<file path="src/rtl/mau_pkg.sv">
// mau_pkg: shared types and helpers for the memory access unit.
//   mau_state_e    : control states (IDLE, RD, WR, RESP)
//   mau_req_t      : request fields captured at acceptance
//   MAU_SIZE_*     : Req_Size encodings (2'b11 is illegal)
//   mau_align_err(): size/alignment error check (range check lives in the top)
package mau_pkg;

  typedef enum logic [1:0] {IDLE, RD, WR, RESP} mau_state_e;

  localparam logic [1:0] MAU_SIZE_BYTE = 2'b00;
  localparam logic [1:0] MAU_SIZE_HALF = 2'b01;
  localparam logic [1:0] MAU_SIZE_WORD = 2'b10;

  typedef struct packed {
    logic        write;
    logic [1:0]  size;
    logic        sign_ext;
    logic [1:0]  addr_lo;
    logic [31:0] wdata;
  } mau_req_t;

  // Illegal size, odd halfword, or word not on a 4-byte boundary.
  function automatic logic mau_align_err(input logic [1:0] size, input logic [1:0] lo);
    return (size == 2'b11) ||
           ((size == MAU_SIZE_HALF) && lo[0]) ||
           ((size == MAU_SIZE_WORD) && (lo != 2'b00));
  endfunction

endpackage

</file>
<file path="src/rtl/mau_lane_align.sv">
// mau_lane_align: combinational little-endian lane steering.
//   word       in  32  word read from memory
//   addr_lo    in  2   byte offset within the word
//   size       in  2   byte / half / word
//   sign_ext   in  1   sign-extend sub-word loads
//   wdata      in  32  right-aligned store data
//   load_data  out 32  addressed lane shifted to bit 0 and extended
//   store_word out 32  word with only the addressed lane(s) replaced by wdata
module mau_lane_align
  import mau_pkg::*;
(
  input  logic [31:0] word,
  input  logic [1:0]  addr_lo,
  input  logic [1:0]  size,
  input  logic        sign_ext,
  input  logic [31:0] wdata,
  output logic [31:0] load_data,
  output logic [31:0] store_word
);

  logic [4:0]  sh;
  logic [15:0] lane;
  logic [31:0] mask;

  always_comb begin
    // Halfwords ignore addr_lo[0]; alignment is already guaranteed upstream.
    sh         = (size == MAU_SIZE_HALF) ? {addr_lo[1], 4'b0000} : {addr_lo, 3'b000};
    lane       = 16'(word >> sh);
    mask       = 32'h0;
    load_data  = word;
    store_word = wdata;
    case (size)
      MAU_SIZE_BYTE: begin
        load_data  = {{24{sign_ext & lane[7]}}, lane[7:0]};
        mask       = 32'h0000_00FF << sh;
        store_word = (word & ~mask) | ({24'h0, wdata[7:0]} << sh);
      end
      MAU_SIZE_HALF: begin
        load_data  = {{16{sign_ext & lane[15]}}, lane};
        mask       = 32'h0000_FFFF << sh;
        store_word = (word & ~mask) | ({16'h0, wdata[15:0]} << sh);
      end
      default: ;
    endcase
  end

endmodule

</file>
<file path="src/rtl/mem_access_unit.sv">
// mem_access_unit: single-outstanding load/store unit driving a word memory.
// Byte/half stores are read-modify-write; sub-word loads are extended.
// Misaligned, illegal-size and out-of-range requests complete with Resp_Err
// one cycle after acceptance without any memory strobe.
//   Req_*   : valid/ready request (Write, Size, Signed, Addr, Wdata)
//   Resp_*  : one-cycle completion pulse with Rdata / Err
//   Mem_*   : Address (word aligned), Write_data, Read/Write strobes, Read_Data
// Optional build macro MAU_STATS_EN adds saturating 16-bit Load_Count,
// Store_Count and Err_Count outputs.
module mem_access_unit
  import mau_pkg::*;
#(
  parameter int unsigned MEM_LAT   = 1,
  parameter int unsigned MEM_WORDS = 128
) (
  input  logic        clk,
  input  logic        reset_n,
  input  logic        Req_Valid,
  output logic        Req_Ready,
  input  logic        Req_Write,
  input  logic [1:0]  Req_Size,
  input  logic        Req_Signed,
  input  logic [31:0] Req_Addr,
  input  logic [31:0] Req_Wdata,
  output logic        Resp_Valid,
  output logic [31:0] Resp_Rdata,
  output logic        Resp_Err,
  output logic [31:0] Mem_Address,
  output logic [31:0] Mem_Write_data,
  output logic        Mem_Read,
  output logic        Mem_Write,
`ifdef MAU_STATS_EN
  output logic [15:0] Load_Count,
  output logic [15:0] Store_Count,
  output logic [15:0] Err_Count,
`endif
  input  logic [31:0] Mem_Read_Data
);

  localparam int unsigned LAT_W = (MEM_LAT > 1) ? $clog2(MEM_LAT) : 1;

  mau_state_e       state, state_nxt;
  mau_req_t         req_q;
  logic [LAT_W-1:0] lat_cnt;
  logic             req_err, lat_done;
  logic [31:0]      load_data, store_word;

  assign req_err  = mau_align_err(Req_Size, Req_Addr[1:0]) ||
                    (Req_Addr[31:2] >= 30'(MEM_WORDS));
  assign lat_done = (lat_cnt == LAT_W'(MEM_LAT - 1));

  mau_lane_align u_align (
    .word      (Mem_Read_Data),
    .addr_lo   (req_q.addr_lo),
    .size      (req_q.size),
    .sign_ext  (req_q.sign_ext),
    .wdata     (req_q.wdata),
    .load_data (load_data),
    .store_word(store_word)
  );

  always_ff @(posedge clk or negedge reset_n) begin
    if (!reset_n) state <= IDLE;
    else          state <= state_nxt;
  end

  // Strobes decode straight from state so an async reset drops them at once.
  always_comb begin
    state_nxt  = state;
    Req_Ready  = 1'b0;
    Mem_Read   = 1'b0;
    Mem_Write  = 1'b0;
    Resp_Valid = 1'b0;
    case (state)
      IDLE: begin
        Req_Ready = 1'b1;
        if (Req_Valid) begin
          if (req_err)                                      state_nxt = RESP;
          else if (Req_Write && (Req_Size == MAU_SIZE_WORD)) state_nxt = WR;
          else                                              state_nxt = RD;
        end
      end
      RD: begin
        Mem_Read = 1'b1;
        if (lat_done) state_nxt = req_q.write ? WR : RESP;
      end
      WR: begin
        Mem_Write = 1'b1;
        state_nxt = RESP;
      end
      RESP: begin
        Resp_Valid = 1'b1;
        state_nxt  = IDLE;
      end
      default: state_nxt = IDLE;
    endcase
  end

  always_ff @(posedge clk or negedge reset_n) begin
    if (!reset_n) begin
      req_q          <= '0;
      lat_cnt        <= '0;
      Mem_Address    <= '0;
      Mem_Write_data <= '0;
      Resp_Rdata     <= '0;
      Resp_Err       <= 1'b0;
    end else begin
      case (state)
        IDLE: if (Req_Valid) begin
          req_q   <= '{write: Req_Write, size: Req_Size, sign_ext: Req_Signed,
                       addr_lo: Req_Addr[1:0], wdata: Req_Wdata};
          lat_cnt <= '0;
          if (req_err) begin
            Resp_Err <= 1'b1;
          end else begin
            Mem_Address    <= {Req_Addr[31:2], 2'b00};
            // Word stores go straight to WR; RMW stores overwrite this in RD.
            Mem_Write_data <= Req_Wdata;
          end
        end
        RD: begin
          lat_cnt <= lat_cnt + 1'b1;
          if (lat_done) begin
            if (req_q.write) Mem_Write_data <= store_word;
            else             Resp_Rdata     <= load_data;
          end
        end
        RESP: begin
          Resp_Rdata <= '0;
          Resp_Err   <= 1'b0;
        end
        default: ;
      endcase
    end
  end

`ifdef MAU_STATS_EN
  always_ff @(posedge clk or negedge reset_n) begin
    if (!reset_n) begin
      Load_Count  <= '0;
      Store_Count <= '0;
      Err_Count   <= '0;
    end else if (state == RESP) begin
      if (Resp_Err) begin
        if (Err_Count != 16'hFFFF) Err_Count <= Err_Count + 16'd1;
      end else if (req_q.write) begin
        if (Store_Count != 16'hFFFF) Store_Count <= Store_Count + 16'd1;
      end else begin
        if (Load_Count != 16'hFFFF) Load_Count <= Load_Count + 16'd1;
      end
    end
  end
`endif

endmodule
</file>
<file path="config.mk">
export PLATFORM = sky130hd
export DESIGN_NAME = mem_access_unit
export DESIGN_NICKNAME = d
export VERILOG_FILES = /design/src/rtl/mau_pkg.sv /design/src/rtl/mau_lane_align.sv /design/src/rtl/mem_access_unit.sv
export SDC_FILE = /design/constraint.sdc
export NUM_CORES = 1
export LEC_CHECK = 0
export CORE_MARGIN = 2
export CORE_UTILIZATION = 50
export CTS_CLUSTER_SIZE = 40
export DETAILED_ROUTE_END_ITERATION = 16
export PLACE_DENSITY_LB_ADDON = 0.25
export SETUP_SLACK_MARGIN = 0.2
export SYNTH_ARGS = -nofsm -noshare
export SYNTH_HDL_FRONTEND = slang
export SYNTH_SLANG_ARGS = --single-unit
</file>
<file path="constraint.sdc">
create_clock -name clk -period 6.1 [get_ports clk]
set_clock_uncertainty 0.15 [all_clocks]
set_input_delay 1.22 -clock clk [delete_from_list [all_inputs] [get_ports clk]]
set_output_delay 1.22 -clock clk [all_outputs]
set_load 0.1 [all_outputs]
</file>
==> impl_metrics.env <==
export IMPL_final_cell_mix="clkdlybuf4s50_1, dfrtp_1, nand2_1"
export IMPL_fin_nets=952
export IMPL_min_from="Resp_Rdata[26]"
export IMPL_cts_sinks=136
export IMPL_syn_inst=661
export IMPL_place_gp_congestion=0.946
export IMPL_cts_buffers=17
export IMPL_synth_compound_area_share_pct=16.6
export IMPL_netlist_area_leader_share_pct=47.9
export IMPL_stdcell_area_um2=9740
export IMPL_fin_util_pct=70.2
export IMPL_hold_slack_ns=0.329
export IMPL_io_buffers=201
export IMPL_rows=43
export IMPL_fp_dieW_um=123
export IMPL_period_share_pct=64.0
export IMPL_crit_required_ns=4.73
export IMPL_post_dp_hpwl_mm=15.0
export IMPL_cts_tree="built"
export IMPL_die_height_um=123
export IMPL_slew_headroom_pct=16.7
export IMPL_outcome="complete, no violations"
export IMPL_rr_startpoint="req_q[35]"
export IMPL_drtAntennaViolNets=0
export IMPL_routed_wl_mm=21.3
export IMPL_final_common_cell="clkdlybuf4s50_1"
export IMPL_cts_max_level=4
export IMPL_critPathMaxStageDelay_ns=1.21
export IMPL_yosys_top_cells_area="dfrtp_1, mux2_2, mux2_4"
export IMPL_yosys_area_share_adder_pct=1.41
export IMPL_fin_crit_ns=3.90
export IMPL_hold_buffers=0
export IMPL_post_cts_setup_buffer_count=0
export IMPL_grt_pass1_vias=6011
export IMPL_syn_area_um2=7110
export IMPL_nFillCells=1043
export IMPL_ys_ff_latch=136
export IMPL_clock_latency_ns=0.42
export IMPL_rsz0062_at_grt="no"
export IMPL_grt_pass1_wl_mm=32.6
export IMPL_yosysSeqAreaShare_pct=47.9
export IMPL_drv_cap=0
export IMPL_n_antenna_cell=0
export IMPL_clock_path_buffers=2
export IMPL_slowest_stage="clkdlybuf4s50_1"
export IMPL_postPlaceCellArea_um2=9150
export IMPL_cp_top_family="buffers and inverters"
export IMPL_worst_slew_pin_slew_ns=1.25
export IMPL_clockRootBuffer="clkbuf_16"
export IMPL_setup_violations=0
export IMPL_synth_top_cell_by_area="dfrtp_1"
export IMPL_crit_type="reg2out"
export IMPL_crit_path_start_kind="register"
export IMPL_muxShareOfSynthArea_pct=16.0
export IMPL_cp_num_buf_inv=2
export IMPL_slew_violations=0
export IMPL_ys_flop_type="dfrtp_1"
export IMPL_synth_warnings=0
export IMPL_synth_top_family_by_area="compound AO/OA/AOI/OAI gates"
export IMPL_crit_path_start="state[0]"
export IMPL_die_area_um2=15200
export IMPL_fmax_ghz=0.256
export IMPL_ioPinCount=204
export IMPL_critPathArrivalTime_ns=2.53
export IMPL_initial_core_util_pct=51.2
export IMPL_grt_ovfl_total=0
export IMPL_drt_iter0_markers=704
export IMPL_synth_cell_types=61
export IMPL_synth_xor_area_share_pct=0
export IMPL_cp_cell_sequence="inv_1 -> ha_1 -> clkdlybuf4s50_1"
export IMPL_viasPerCell=5.93
export IMPL_design_core_area_um2=13900
export IMPL_drive_gt1_share_pct=15.3
export IMPL_antenna_found_initial=0
export IMPL_grt_total_usage_pct=28.8
export IMPL_worstHoldPathType="reg2reg"
export IMPL_cts_repair_resized=0
export IMPL_drc=0
export IMPL_vias=6127
export IMPL_synth_avg_cell_area_um2=10.8
export IMPL_synthArstFlopShare_pct=100
export IMPL_firstDrtPassIters=5
export IMPL_synth_simple_area_share_pct=13.4
export IMPL_setup_tns_ns=0
export IMPL_routedWlPerCell_um=20.6
export IMPL_critPathMaxFanout=9
export IMPL_grt_max_degree=87
export IMPL_r2r_setup_slack_ns=2.42
export IMPL_hold_viol=0
export IMPL_cp_end_kind="primary output"
export IMPL_syn_to_final_growth_pct=37.0
export IMPL_clk_transition_reported_paths_ns=0.06
export IMPL_synth_edf_count=0
[logic make-up (layout without fill, tap and decap cells)]
logic type                 after synthesis  after routing
AOI/OAI and AO/OA                      163            163
adders and majority gates                8              8
buffers and inverters                   70            262
DFF                                    136            136
muxes                                   86             86
other                                    1              2
and+or+nand+nor                        197            197
[routing by layer]
metal  part of all wire [%]  routed length, µm  GRT usage [%]
met1                     40               8610           38.5
met5                      0                  0              0
met4                    4.0                852           13.4
met3                    8.2               1760           6.32
met2                     47              10100           44.7
[cell type report]
type                            count  area [µm²]  share of cell area (%)
Clock buffer                       20         457                    4.69
Clock inverter                     12         140                    1.44
Inverter                           23        86.3                   0.886
Multi-Input combinational cell    456        3380                    34.7
Sequential cell                   136        3400                    34.9
Tap cell                          180         225                    2.31
Timing Repair Buffer              207        2050                    21.1
[stage by stage]
stage / worst slack [ns] / cells
after floorplan: 3.08 / 662
after global placement: 2.08 / 1002
after detailed placement: 1.94 / 1002
after CTS: 2.17 / 1034
after global routing: 2.08 / 1034
final: 2.20 / 1034
[registers in the layout, indices dropped and copies added, names as in the netlist]
name and count:
state 2, Resp_Err 1, Mem_Write_data 32, Resp_Rdata 32
req_q 38, Mem_Address 30, lat_cnt 1
[worst paths after layout]
path | cells past startpoint | to
setup / recovery | 3 | Req_Ready
hold / removal | 2 | Resp_Rdata[26]
setup reg to reg | 8 | Mem_Write_data[17]
hold reg to reg | 2 | Resp_Rdata[26]
max in group asynchronous | 2 | req_q[6]
min in group asynchronous | 1 | Resp_Rdata[29]
[cells in the mapped netlist (2+ instances only)]
cell,count
dfrtp_1,136
nand2_1,87
nor2_1,41
a21oi_1,39
mux2_2,35
nor2b_1,26
mux2_4,25
clkbuf_1,21
inv_1,21
a221oi_1,17
a31oi_1,16
mux2_1,16
a22oi_1,10
nand2b_1,10
o21ai_1,10
buf_2,9
o21ai_0,9
o21ai_2,9
ha_1,8
a22o_1,7
a32oi_1,7
buf_1,7
mux4_2,7
nand3_1,7
nor3_1,7
o2111ai_1,7
a221o_1,6
o2bb2ai_1,6
buf_6,5
nor4_1,5
buf_4,4
a32o_1,3
mux2i_1,3
o211ai_1,3
a21boi_0,2
a21o_1,2
a2bb2oi_1,2
inv_2,2
nand2b_2,2
[tightest hold or removal path, delay by kind of cell (launching register included)]
family | cells | cell delay, ns
simple gates | 1 | 0.06
flops | 1 | 0.34
compound gates | 1 | 0.05
Power is not shown: default switching activity piles up to over one toggle a cycle in this logic, so the estimate is an artifact.
